### config.mk
export PLATFORM = sky130hd
export DESIGN_NAME = uart_tx
export DESIGN_NICKNAME = d
export VERILOG_FILES = /design/src/rtl/uart_pkg.sv /design/src/rtl/uart_baud_tick.sv /design/src/rtl/uart_tx.sv
export SDC_FILE = /design/constraint.sdc
export NUM_CORES = 1
export LEC_CHECK = 0
export ABC_AREA = 1
export CAP_MARGIN = 5
export CORE_MARGIN = 2
export CORE_UTILIZATION = 35
export CTS_BUF_LIST = sky130_fd_sc_hd__clkbuf_8 sky130_fd_sc_hd__clkbuf_16
export CTS_CLUSTER_DIAMETER = 40
export DETAILED_ROUTE_END_ITERATION = 6
export GPL_TIMING_DRIVEN = 0
export PLACE_DENSITY_LB_ADDON = 0.15
export SLEW_MARGIN = 30
export SYNTH_ARGS = -nofsm -noshare
export SYNTH_HDL_FRONTEND = slang
export SYNTH_SLANG_ARGS = --single-unit
### constraint.sdc
create_clock -name clk -period 4.1 [get_ports clk]
set_clock_uncertainty 0.1 [all_clocks]
set_input_delay 0.82 -clock clk [delete_from_list [all_inputs] [get_ports clk]]
set_output_delay 0.82 -clock clk [all_outputs]
set_load 0.01 [all_outputs]
### src/rtl/uart_pkg.sv
// Shared UART definitions: FSM state encodings common to transmitter and receiver,
// and the default bit period.
package uart_pkg;

    typedef enum logic [1:0] {
        IDLE  = 2'b00,
        START = 2'b01,
        DATA  = 2'b10,
        STOP  = 2'b11
    } uart_state_e;

    localparam int unsigned CLK_PER_BIT_DEFAULT = 87;
    localparam int unsigned DATA_BITS           = 8;

endpackage

### src/rtl/uart_baud_tick.sv
// Bit-period timer: counts clk cycles and flags the last cycle of each bit period.
// The count restarts on i_clr or after the terminal count; it never relies on overflow.
module uart_baud_tick
    import uart_pkg::*;
#(
    parameter int unsigned CLK_PER_BIT = CLK_PER_BIT_DEFAULT
) (
    input  logic clk,
    input  logic rst_n,
    input  logic i_clr,
    output logic o_tick
);

    localparam int unsigned     CNT_W = (CLK_PER_BIT > 1) ? $clog2(CLK_PER_BIT) : 1;
    localparam logic [CNT_W-1:0] LAST = CNT_W'(CLK_PER_BIT - 1);

    logic [CNT_W-1:0] cnt_q;
    logic [CNT_W-1:0] cnt_d;

    assign o_tick = (cnt_q == LAST);

    always_comb begin
        cnt_d = cnt_q + CNT_W'(1);
        if (i_clr || o_tick) begin
            cnt_d = '0;
        end
    end

    always_ff @(posedge clk) begin
        if (!rst_n) begin
            cnt_q <= '0;
        end else begin
            cnt_q <= cnt_d;
        end
    end

endmodule

### src/rtl/uart_tx.sv
// 8N1 UART transmitter with a one-byte holding register in front of the shift register,
// so the next byte can be queued while the current frame is on the line.
module uart_tx
    import uart_pkg::*;
#(
    parameter int unsigned CLK_PER_BIT = CLK_PER_BIT_DEFAULT
) (
    input  logic       clk,
    input  logic       rst_n,
    input  logic       i_valid,
    input  logic [7:0] i_data,
    output logic       o_ready,
    output logic       o_tx,
    output logic       o_busy,
    output logic       o_done
);

    uart_state_e state_q, state_d;
    logic [7:0]  hold_q, hold_d;
    logic        hold_full_q, hold_full_d;
    logic [7:0]  shift_q, shift_d;
    logic [2:0]  bit_idx_q, bit_idx_d;
    logic        tx_q, tx_d;
    logic        tick;
    logic        clr;
    logic        load;
    logic        done_pulse;

    // Handshake: a byte moves when i_valid and o_ready are both high on a clk edge;
    // o_ready comes straight from the holding-register flag, never from i_valid.
    assign o_ready = ~hold_full_q;
    assign o_tx    = tx_q;
    assign o_busy  = (state_q != IDLE);
    assign o_done  = done_pulse;

    uart_baud_tick #(
        .CLK_PER_BIT(CLK_PER_BIT)
    ) u_baud_tick (
        .clk   (clk),
        .rst_n (rst_n),
        .i_clr (clr),
        .o_tick(tick)
    );

    always_comb begin
        state_d     = state_q;
        hold_d      = hold_q;
        hold_full_d = hold_full_q;
        shift_d     = shift_q;
        bit_idx_d   = bit_idx_q;
        tx_d        = tx_q;
        load        = 1'b0;
        done_pulse  = 1'b0;

        case (state_q)
            IDLE: begin
                if (hold_full_q) begin
                    load    = 1'b1;
                    state_d = START;
                end
            end
            START: begin
                if (tick) begin
                    state_d   = DATA;
                    tx_d      = shift_q[0];
                    bit_idx_d = '0;
                end
            end
            DATA: begin
                if (tick) begin
                    if (bit_idx_q == 3'(DATA_BITS - 1)) begin
                        state_d = STOP;
                        tx_d    = 1'b1;
                    end else begin
                        shift_d   = {1'b0, shift_q[7:1]};
                        tx_d      = shift_q[1];
                        bit_idx_d = bit_idx_q + 3'd1;
                    end
                end
            end
            STOP: begin
                if (tick) begin
                    done_pulse = 1'b1;
                    if (hold_full_q) begin
                        load    = 1'b1;
                        state_d = START;
                    end else begin
                        state_d = IDLE;
                    end
                end
            end
            default: state_d = IDLE;
        endcase

        if (load) begin
            shift_d     = hold_q;
            hold_full_d = 1'b0;
            tx_d        = 1'b0;
            bit_idx_d   = '0;
        end

        // Acceptance only when empty, so it never collides with a load on the same edge.
        if (i_valid && !hold_full_q) begin
            hold_d      = i_data;
            hold_full_d = 1'b1;
        end

        clr = (state_d != state_q) || (state_q == IDLE);
    end

    always_ff @(posedge clk) begin
        if (!rst_n) begin
            state_q     <= IDLE;
            hold_q      <= '0;
            hold_full_q <= 1'b0;
            shift_q     <= '0;
            bit_idx_q   <= '0;
            tx_q        <= 1'b1;
        end else begin
            state_q     <= state_d;
            hold_q      <= hold_d;
            hold_full_q <= hold_full_d;
            shift_q     <= shift_d;
            bit_idx_q   <= bit_idx_d;
            tx_q        <= tx_d;
        end
    end

endmodule

=== After elaboration in Yosys (flattened, before gate mapping) ===
Index checks and enable logic that the tools add are counted.

* Flip-flop bits (word level): 30
* Bits in latches: 0
* Memory bits (writable): 0
* Bits in read-only memories: 0
* Output and inout port bits: 4
* Word-level logic and storage cells: 66
* Memories kept: 0

* Add/sub/neg operators: 2
* Multipliers: 0
* Divide/modulo/power cells: 0
* $lt $le $gt $ge: 0
* Equal/unequal tests: 12
* Shift-type cells: 0
* Mux-type cells: 27
* Bitwise operators: 2
* Reductions and logical operators: 16

{| class="wikitable"
|+ Operator list
! operator !! count
|-
| 8-bit 2-to-1 mux || 4
|-
| 1-bit 2-to-1 mux || 11
|-
| 2-bit 2-to-1 mux || 5
|-
| 2-bit nonzero test || 5
|-
| 3-bit 2-to-1 mux || 3
|-
| 2-bit case mux with 4 select lines || 1
|-
| 7-bit by 1-bit adder with 7-bit output, second input constant || 1
|-
| 7-bit equality test, second input constant || 1
|-
| 3-bit by 2-bit != test with 1-bit output, second input constant || 2
|-
| 3-bit case mux with 2 select lines || 1
|-
| 3-bit AND reduction || 2
|-
| 2-bit equality test, second input constant || 2
|-
| 2-bit by 1-bit != test with 1-bit output, second input constant || 2
|-
| 2-bit != test, second input constant || 2
|-
| 1-bit case mux with 2 select lines || 2
|-
| 4-bit AND reduction || 1
|-
| 2-bit OR reduction || 2
|-
| 3-bit by 1-bit adder with 3-bit output, second input constant || 1
|-
| 3-bit equality test, second input constant || 1
|-
| 3-bit nonzero test || 1
|-
| 2-bit by 1-bit equality test with 1-bit output, second input constant || 1
|-
| 2-bit logical NOT || 1
|-
| 1-bit logical OR || 2
|-
| 2-bit != test || 1
|-
| other kinds (3) || 4
|}

=== Depth between registers and ports, before layout ===
Gate-level depths: netlist of the first run.

* Word-level depth: 8
* Gate-level depth with buffers: 14
* Gate-level depth less buffers: 14

=== Modules after synthesis ===
A second synthesis of the first run with hierarchy kept.

* Cell total of the unflattened synthesis: 213
* Area total of the unflattened synthesis: 1,562.7 um2

{| class="wikitable"
|+ Modules (own cells, without submodules)
! module !! instances !! cells each !! area each (um2)
|-
| uart_tx || 1 || 166 || 1,222.4
|-
| uart_baud_tick || 1 || 47 || 340.3
|}

=== Least setup slack after synthesis of the first run ===
Ideal clock, no wire load.

* Path type: register to output
* From: reg u_baud_tick.cnt_q[0]
* To: out o_done
* Arrival time: 0.938 ns
* Setup slack: 2.242 ns
* Stages on the path, launching flop included: 7
* Path buffers: 0
* Cells stage by stage: dfxtp_1 > inv_1 > ha_1 > nand2_1 > inv_2 > nand3_4 > nor2_1

* Cells in the longest elaborated chain, start to end: 3

{| class="wikitable"
|+ RTL lines
! item !! line !! source
|-
| start, declared || uart_baud_tick.sv:17 || <nowiki>logic [CNT_W-1:0] cnt_q;</nowiki>
|-
| start signal, assigned || uart_baud_tick.sv:33 || <nowiki>cnt_q <= cnt_d;</nowiki>
|-
| 7-bit equality test || uart_baud_tick.sv:20 || <nowiki>assign o_tick = (cnt_q == LAST);</nowiki>
|-
| 1-bit 2-to-1 mux || uart_tx.sv:82 || <nowiki>if (tick) begin</nowiki>
|-
| 1-bit 2-to-1 mux || uart_tx.sv:55 || <nowiki>case (state_q)</nowiki>
|-
| end, declared || uart_tx.sv:15 || <nowiki>output logic o_done</nowiki>
|}

Every way passes these cells.

=== Final worst setup path of the first run ===
* From: reg state_q[0]
* To: out o_busy

* Cells in the longest elaborated chain, start to end: 1

{| class="wikitable"
|+ RTL lines
! item !! line !! source
|-
| start, declared || uart_tx.sv:18 || <nowiki>uart_state_e state_q, state_d;</nowiki>
|-
| start signal, assigned || uart_tx.sv:120 || <nowiki>state_q <= state_d;</nowiki>
|-
| 2-bit nonzero test || uart_tx.sv:33 || <nowiki>assign o_busy = (state_q != IDLE);</nowiki>
|-
| end, declared || uart_tx.sv:14 || <nowiki>output logic o_busy,</nowiki>
|}

Every way passes these cells.

==> Implementation_results.wiki, run 1 <==
{| class="wikitable"
! Metric !! Value
|-
| Required time worst endpoint || 3180 ps
|-
| Global-route wire length before repair || 5023 um
|-
| Unique masters post-synth || 26
|-
| Initial antenna violation count || 0
|-
| Routed wire length || 2946 um
|-
| Run status || completed
|-
| Cts repair resizes || 0
|-
| Pin count of the biggest net entering global routing || 11
|-
| 1st-pass router iterations || 4
|-
| Slew Viols, Final || 0
|-
| Cells after DPL || 257
|-
| Final worst path period need || 2749 ps
|-
| Total number of vias || 1252
|-
| Max-cap viol count || 0
|-
| Ratio of final minimum period to clock period || 0.6706
|-
| Clk pwr share || 0.326
|-
| Fraction of power spent switching nets || 0.3311
|-
| Power density over the cells || 524.3 nW/um^2
|-
| Number of global-route vias before repair || 1136
|-
| Share of power burned in combinational logic || 0.299
|-
| Number of setup buffers added after CTS || 0
|-
| Relative slew margins || 0.6280
|-
| Count of inserted antenna diode cells || 0
|-
| Sequential fraction of design power || 0.376
|-
| Switching component of the power || 0.3102 mW
|-
| Clk Latency, worst-skew pair || 280 ps
|-
| Aggregate negative setup slack || 0 ps
|-
| Unrepaired setup endpoints after global routing || false
|-
| Sort of element at the end of the critical path || output port
|-
| Post-detail-place hpwl || 2106 um
|-
| Category of the most critical setup path || reg2out
|-
| Final cell count without fillers || 264
|-
| Residual overflow from global routing || 0
|-
| Worst path top cell family by delay || buffers and inverters
|-
| Number of core rows || 23
|-
| Total of flip-flops plus latches after synthesis || 30
|-
| Die boundary height || 68.84 um
|-
| Net count, final || 233
|-
| Number of warnings reported in the yosys synthesis log || 0
|-
| DP Worst Slack || 1609 ps
|-
| Layout-stage area growth over the synthesis result || 21.43%
|-
| Share of cells above drive strength 1 || 0.09346
|-
| Placer congestion estimate || 0.7215
|-
| CTS HTree Levels || 2
|-
| Layout filler cell count || 442
|-
| Detailed Route Iter0 Violations || 27
|-
| Final number of setup-violating endpoints || 0
|-
| Crit start category || flip-flop
|-
| Post-route setup slack || 1351 ps
|-
| Final core utilization || 0.4435
|-
| Initial core utilization || 0.3652
|-
| Crit path cell chain || inv_1 -> ha_1 -> inv_1 -> clkdlybuf4s50_1
|-
| Antenna-violating nets left || 0
|-
| Port bufs || 14
|-
| Total power of the final layout || 0.9369 mW
|-
| Chip Width || 68.84 um
|-
| Total routing usage reported by global routing || 0.1441
|-
| Root buffer cell || sky130_fd_sc_hd__clkbuf_8
|-
| Boundary pin count || 15
|-
| Static leakage || 0.7318 nW
|-
| Cell occurring most often along the worst timing path || sky130_fd_sc_hd__inv_1
|-
| Cell-internal power || 0.6267 mW
|-
| Path class of the lowest-slack min-delay path || reg2reg
|-
| Synthesized area per cell || 7.624 um^2
|-
| Arrival time of data at the critical path endpoint || 1830 ps
|-
| Net count of the mapped netlist || 212
|-
| TritonCTS clock tree || built
|-
| Endpoints failing hold || 0
|-
| Clock-pin transition on the worst setup and hold timing paths || 70 ps
|-
| Area of the core || 4029 um^2
|-
| CTS Hold Buffers Added || 0
|-
| Number of instances in the synthesized netlist || 193
|-
| Clock net sink count || 30
|-
| Transition time at the pin with the least slew margin || 555.9 ps
|-
| Critical path buffers and inverters || 3
|-
| Share of the yosys chip area belonging to registers || 0.4082
|-
| DR WL/cell || 11.16 um
|-
| Netlist Area Pre-Place || 1471 um^2
|-
| Area of the die || 4739 um^2
|-
| Worst vdd ir || 0.1852 mV
|-
| Slowest-stage cell, CP || sky130_fd_sc_hd__clkdlybuf4s50_1
|-
| Total DRC errors in the routed layout || 0
|-
| Delay of the slowest critical-path stage || 580 ps
|-
| TritonCTS Buffers || 5
|-
| Maximum clock insertion buffer count || 2
|-
| Largest driver fanout on the critical path || 6
|-
| Avg Vias per Cell || 4.742
|-
| Highest clock rate || 0.3637 GHz
|}
==> cell families (layout without fill, tap and decap cells) <==
| group | Yosys count | count (layout) | synth area share |
|---|---|---|---|
| xor gates and xnor gates | 5 | 5 | 0.02976 |
| and+or+nand+nor | 100 | 100 | 0.3163 |
| buffers and inverters | 25 | 46 | 0.06887 |
| AOI/OAI and AO/OA | 25 | 25 | 0.1088 |
| adders and majority gates | 8 | 8 | 0.06803 |
| DFF | 30 | 30 | 0.4082 |
==> power by group through the flow <==
stage                     clock network, mW  logic, mW  registers [mW]
final                                 0.305      0.280           0.352
after detailed placement                  0      0.283           0.358
after global placement                    0      0.281           0.358
after global routing                  0.318      0.321           0.357
after CTS                             0.313      0.286           0.352
after floorplan                           0      0.204           0.353
==> flip-flops by register name, indices dropped and copies added, names as in the netlist <==
| signal | cells |
|---|---|
| bit_idx_q | 3 |
| hold_full_q | 1 |
| hold_q | 8 |
| o_tx | 1 |
| shift_q | 8 |
| state_q | 2 |
| u_baud_tick.cnt_q | 7 |
==> cell type report <==
class | instances | area, um^2 | area share
multi-input combinational | 138 | 769.5 | 0.4307
sequential | 30 | 600.6 | 0.3361
timing repair buffer | 14 | 140.1 | 0.07843
inverter | 23 | 86.33 | 0.04832
clock buffer | 6 | 82.58 | 0.04622
tap | 50 | 62.56 | 0.03501
clock inverter | 1 | 30.03 | 0.01681
buffer | 2 | 15.01 | 0.008403
==> synthesized netlist by cell type (all sizes together) <==
cell type	n	area [um^2]
clkbuf	1	3.750
o21ai	11	66.31
nand2	27	111.4
inv	23	86.33
xor2	4	35.03
a22oi	2	15.01
a31oi	4	25.02
o22ai	1	6.260
ha	8	100.1
a211oi	2	15.01
buf	1	11.26
nor3	2	10.01
a21oi	4	20.02
xnor2	1	8.760
nand3	32	172.7
nor2	39	171.4
dfxtp	30	600.6
o211ai	1	12.51
==> final timing paths <==
path	startpoint	cells past startpoint	slack [ps]	to
min reg2reg	u_baud_tick.cnt_q[0]$_SDFF_PP0_	1	370	u_baud_tick.cnt_q[0]$_SDFF_PP0_
max	state_q[0]$_SDFF_PN0_	4	1350	o_busy
max reg2reg	state_q[0]$_SDFF_PN0_	7	2180	shift_q[2]$_SDFFE_PN0P_
min	u_baud_tick.cnt_q[0]$_SDFF_PP0_	1	370	u_baud_tick.cnt_q[0]$_SDFF_PP0_
==> stage by stage <==
step / hold slack [ps] / cell area [um^2]
2_1_floorplan: 329.7 / 1471
4_1_cts: 371.8 / 1787
3_3_place_gp: 346.9 / 1674
6_report: 371.2 / 1787
5_1_grt: 417.4 / 1787
3_5_place_dp: 356.9 / 1674
==> worst reg2reg max path: cells and delay by family, from the launching register on <==
kind / cells / cell delay (ps)
compound gates: 1 / 70
buf+inv: 2 / 290
flops: 1 / 420
simple gates: 3 / 600
fa+ha+maj: 1 / 310
==> cell usage in the layout, fill, tap and decap left out, drive strengths merged <==
master         count
nor2              39
nand3             32
dfxtp             30
nand2             27
inv               23
clkdlybuf4s50     14
o21ai             11
ha                 8
clkbuf             7
a21oi              4
a31oi              4
xor2               4
nor3               2
a211oi             2
a22oi              2
buf                1
o22ai              1
o211ai             1
xnor2              1
bufinv             1
==> routing by layer <==
layer | global-route usage | share of wire | vias to the layer above
met3 | 0.03896 | 0.040 | 5
li1 | - | - | 672
met2 | 0.2043 | 0.41 | 27
met4 | 0.06618 | 0.013 | 0
met1 | 0.2016 | 0.53 | 548
met5 | 0 | 0 | -
No activity file was read; power rests on OpenSTA's default activity.
==> run 2, diff against run 1 <==
Clock period 4.1 ns to 2.6 ns, I/O delays scaled along.
==> results of run 2 <==
The final DEF is identical to that of run 1. Status: completed.
Main changes from that run: setup slack after placement 1609 ps -> 408.9 ps; setup slack after layout 1351 ps -> 150.7 ps; register-to-register setup slack 2180 ps -> 680 ps; total power 0.9369 mW -> 1.477 mW; worst IR drop on VDD 0.1852 mV -> 0.2920 mV
==> run 3, diff against run 2 <==
--- a/config.mk
+++ b/config.mk
@@ -10,3 +10,3 @@
 export CORE_MARGIN = 2
-export CORE_UTILIZATION = 35
+export CORE_UTILIZATION = 23
 export CTS_BUF_LIST = sky130_fd_sc_hd__clkbuf_8 sky130_fd_sc_hd__clkbuf_16
--- a/constraint.sdc
+++ b/constraint.sdc
@@ -4,2 +4,2 @@
 set_output_delay 0.52 -clock clk [all_outputs]
-set_load 0.01 [all_outputs]
+set_load 0.005 [all_outputs]
==> Implementation_results.wiki, run 3 (same netlist as run 1, synthesis figures left out) <==
{| class="wikitable"
! Metric !! Value
|-
| Fraction of power spent switching nets || 0.3534 (was 0.3311)
|-
| Ratio of final minimum period to clock period || 0.9191 (was 0.9420)
|-
| Avg Vias per Cell || 4.257 (was 4.742)
|-
| Residual overflow from global routing || 0 (unchanged)
|-
| Post-detail-place hpwl || 2305 um (was 2106 um)
|-
| Number of core rows || 29 (was 23)
|-
| Layout-stage area growth over the synthesis result || 22.28% (was 21.43%)
|-
| Footprint of the multi-input gates || 769.5 um^2 (unchanged)
|-
| Detailed Route Iter0 Violations || 29 (was 27)
|-
| Placer congestion estimate || 0.8096 (was 0.7215)
|-
| DP Worst Slack || 418.2 ps (was 408.9 ps)
|-
| Number of global-route vias before repair || 1221 (was 1136)
|-
| Clock net sink count || 30 (unchanged)
|-
| Slew Viols, Final || 0 (unchanged)
|-
| Total number of vias || 1243 (was 1252)
|-
| Reg-to-reg critical path startpoint || state_q[0]$_SDFF_PN0_ (unchanged)
|-
| DR WL/cell || 10.84 um (was 11.16 um)
|-
| Slowest-stage cell, CP || sky130_fd_sc_hd__clkdlybuf4s50_1 (unchanged)
|-
| Registers with the most flip-flops || hold_q (8), shift_q (8), u_baud_tick.cnt_q (7) (unchanged)
|-
| Delay of the slowest critical-path stage || 540 ps (was 580 ps)
|-
| Total routing usage reported by global routing || 0.09839 (was 0.1441)
|-
| Total DRC errors in the routed layout || 0 (unchanged)
|-
| Clk pwr share || 0.281 (was 0.326)
|-
| Final number of setup-violating endpoints || 0 (unchanged)
|-
| Leading cell types in the layout, fill and taps excluded || sky130_fd_sc_hd__nor2_1 (35), sky130_fd_sc_hd__nand3_1 (31), sky130_fd_sc_hd__dfxtp_1 (30) (unchanged)
|-
| Area taken by flip-flops and latches || 600.6 um^2 (unchanged)
|-
| TritonCTS clock tree || built (unchanged)
|-
| Boundary pin count || 15 (unchanged)
|-
| Port bufs || 14 (unchanged)
|-
| Transition time at the pin with the least slew margin || 536.3 ps (was 555.9 ps)
|-
| Cell-internal power || 0.8919 mW (was 0.9882 mW)
|-
| Run status || completed (unchanged)
|-
| Share of power burned in combinational logic || 0.316 (was 0.299)
|-
| Final core utilization || 0.2866 (was 0.4435)
|-
| Path class of the lowest-slack min-delay path || reg2reg (unchanged)
|-
| Area of the core || 6277 um^2 (was 4029 um^2)
|-
| Power density over the cells || 766.7 nW/um^2 (was 826.9 nW/um^2)
|-
| Clk Latency, worst-skew pair || 280 ps (about the same)
|-
| Required time worst endpoint || 1980 ps (about the same)
|-
| Pin count of the biggest net entering global routing || 11 (unchanged)
|-
| Number of setup buffers added after CTS || 0 (unchanged)
|-
| Worst vdd ir || 0.3035 mV (was 0.2920 mV)
|-
| Instance count along the most critical hold path || 1 (unchanged)
|-
| Relative slew margins || 0.6411 (was 0.6280)
|-
| Sequential fraction of design power || 0.404 (was 0.376)
|-
| Share of cells above drive strength 1 || 0.09302 (was 0.09346)
|-
| Area of the die || 7053 um^2 (was 4739 um^2)
|-
| Final worst path period need || 2390 ps (was 2449 ps)
|-
| Most frequent standard cell in the layout excluding fill and tap cells || sky130_fd_sc_hd__nor2_1 (unchanged)
|-
| Total power of the final layout || 1.379 mW (was 1.477 mW)
|-
| Cells after DPL || 284 (was 257)
|-
| 1st-pass router iterations || 4 (unchanged)
|-
| CTS HTree Levels || 2 (unchanged)
|-
| Antenna-violating nets left || 0 (unchanged)
|-
| Worst Hold Launch || u_baud_tick.cnt_q[0]$_SDFF_PP0_ (unchanged)
|-
| Final cell count without fillers || 292 (was 264)
|-
| Count of inserted antenna diode cells || 0 (unchanged)
|-
| Highest clock rate || 0.4184 GHz (was 0.4083 GHz)
|-
| Initial core utilization || 0.2344 (was 0.3652)
|-
| Aggregate negative setup slack || 0 ps (unchanged)
|-
| CTS Hold Buffers Added || 0 (unchanged)
|-
| Crit path cell chain || inv_1 -> ha_1 -> inv_1 -> clkdlybuf4s50_1 (unchanged)
|-
| Worst setup slack for register-to-register paths || 690 ps (was 680 ps)
|-
| Max-cap viol count || 0 (unchanged)
|-
| Static leakage || 0.7269 nW (was 0.7318 nW)
|-
| Cts repair resizes || 0 (unchanged)
|-
| Critical path buffers and inverters || 3 (unchanged)
|-
| Net count, final || 233 (unchanged)
|-
| Post-route setup slack || 210.2 ps (was 150.7 ps)
|-
| Hold EP || u_baud_tick.cnt_q[0]$_SDFF_PP0_ (unchanged)
|-
| Initial antenna violation count || 0 (unchanged)
|-
| Arrival time of data at the critical path endpoint || 1770 ps (was 1830 ps)
|-
| Crit start category || flip-flop (unchanged)
|-
| Die boundary height || 83.99 um (was 68.84 um)
|-
| Switching component of the power || 0.4876 mW (was 0.4891 mW)
|-
| R2r endpoint || shift_q[2]$_SDFFE_PN0P_ (unchanged)
|-
| Chip Width || 83.99 um (was 68.84 um)
|-
| Endpoints failing hold || 0 (unchanged)
|-
| Sort of element at the end of the critical path || output port (unchanged)
|-
| Number of cells on the worst reg-to-reg path || 7 (unchanged)
|-
| TritonCTS Buffers || 5 (unchanged)
|-
| Clock-pin transition on the worst setup and hold timing paths || 60 ps (was 70 ps)
|-
| Largest driver fanout on the critical path || 6 (unchanged)
|-
| Global-route wire length before repair || 5644 um (was 5023 um)
|-
| Maximum clock insertion buffer count || 2 (unchanged)
|-
| Layout filler cell count || 695 (was 442)
|-
| Unrepaired setup endpoints after global routing || false (unchanged)
|-
| Root buffer cell || sky130_fd_sc_hd__clkbuf_8 (unchanged)
|-
| Cell occurring most often along the worst timing path || sky130_fd_sc_hd__inv_1 (unchanged)
|-
| Worst path top cell family by delay || buffers and inverters (unchanged)
|-
| Routed wire length || 3166 um (was 2946 um)
|-
| Category of the most critical setup path || reg2out (unchanged)
|}
-- run 3: cell types whose count changed in the layout (fill, tap and decap cells not counted) --
cell	previous run	this run
sky130_fd_sc_hd__bufinv_16	1	0
sky130_fd_sc_hd__inv_1	20	21
sky130_fd_sc_hd__clkinv_2	0	1
-- run 3: worst register-to-register path, stage by stage, from the launching register on --
cell	delay, ps
sky130_fd_sc_hd__dfxtp_1	410
sky130_fd_sc_hd__inv_1	120
sky130_fd_sc_hd__ha_1	330
sky130_fd_sc_hd__nor2_2	380
sky130_fd_sc_hd__nand2_4	140
sky130_fd_sc_hd__buf_6	170
sky130_fd_sc_hd__nand3_1	70
sky130_fd_sc_hd__a31oi_1	70
-- run 3: layout make-up --
type | instances | share of cell area
multi-input combinational | 138 | 0.4277
sequential | 30 | 0.3338
timing repair buffer | 14 | 0.07789
tap | 77 | 0.05355
inverter | 23 | 0.04798
clock buffer | 6 | 0.04590
buffer | 2 | 0.008345
clock inverter | 2 | 0.004868
-- run 3: metrics by stage --
stage | hold WS (ps) | instance area [um^2]
2_1_floorplan | 329.7 | 1471
3_3_place_gp | 347.2 | 1708
3_5_place_dp | 360.4 | 1708
4_1_cts | 375.5 | 1799
5_1_grt | 407.1 | 1799
6_report | 370.7 | 1799
-- run 3: power by group through the flow --
| stage | registers (mW) | clock network [mW] | logic [mW] |
|---|---|---|---|
| floorplan | 0.556 | 0 | 0.317 |
| global placement | 0.569 | 0 | 0.444 |
| CTS | 0.557 | 0.403 | 0.442 |
| detailed placement | 0.567 | 0 | 0.441 |
| finish | 0.557 | 0.387 | 0.436 |
| global route | 0.566 | 0.425 | 0.501 |
-- run 3: how the worst max path moves through the flow --
stage	end	slack (ps)	cells after the start	start
5_1_grt	o_busy	100	4	state_q[0]$_SDFF_PN0_
3_3_place_gp	hold_q[0]$_SDFFE_PN0P_	380	6	i_valid
3_5_place_dp	hold_q[3]$_SDFFE_PN0P_	420	6	i_valid
2_1_floorplan	shift_q[0]$_SDFFE_PN0P_	940	7	state_q[0]$_SDFF_PN0_
4_1_cts	o_busy	190	4	state_q[0]$_SDFF_PN0_
6_report	o_busy	210	4	state_q[0]$_SDFF_PN0_
-- run 3: per-layer routing --
layer	vias to the layer above	part of all wire	global-route usage	wire length, um
met5	-	0	0	0
met4	0	0.0095	0.03959	30
met3	2	0.027	0.02671	85
met2	16	0.44	0.1505	1392
met1	551	0.52	0.1309	1658
li1	674	-	-	-
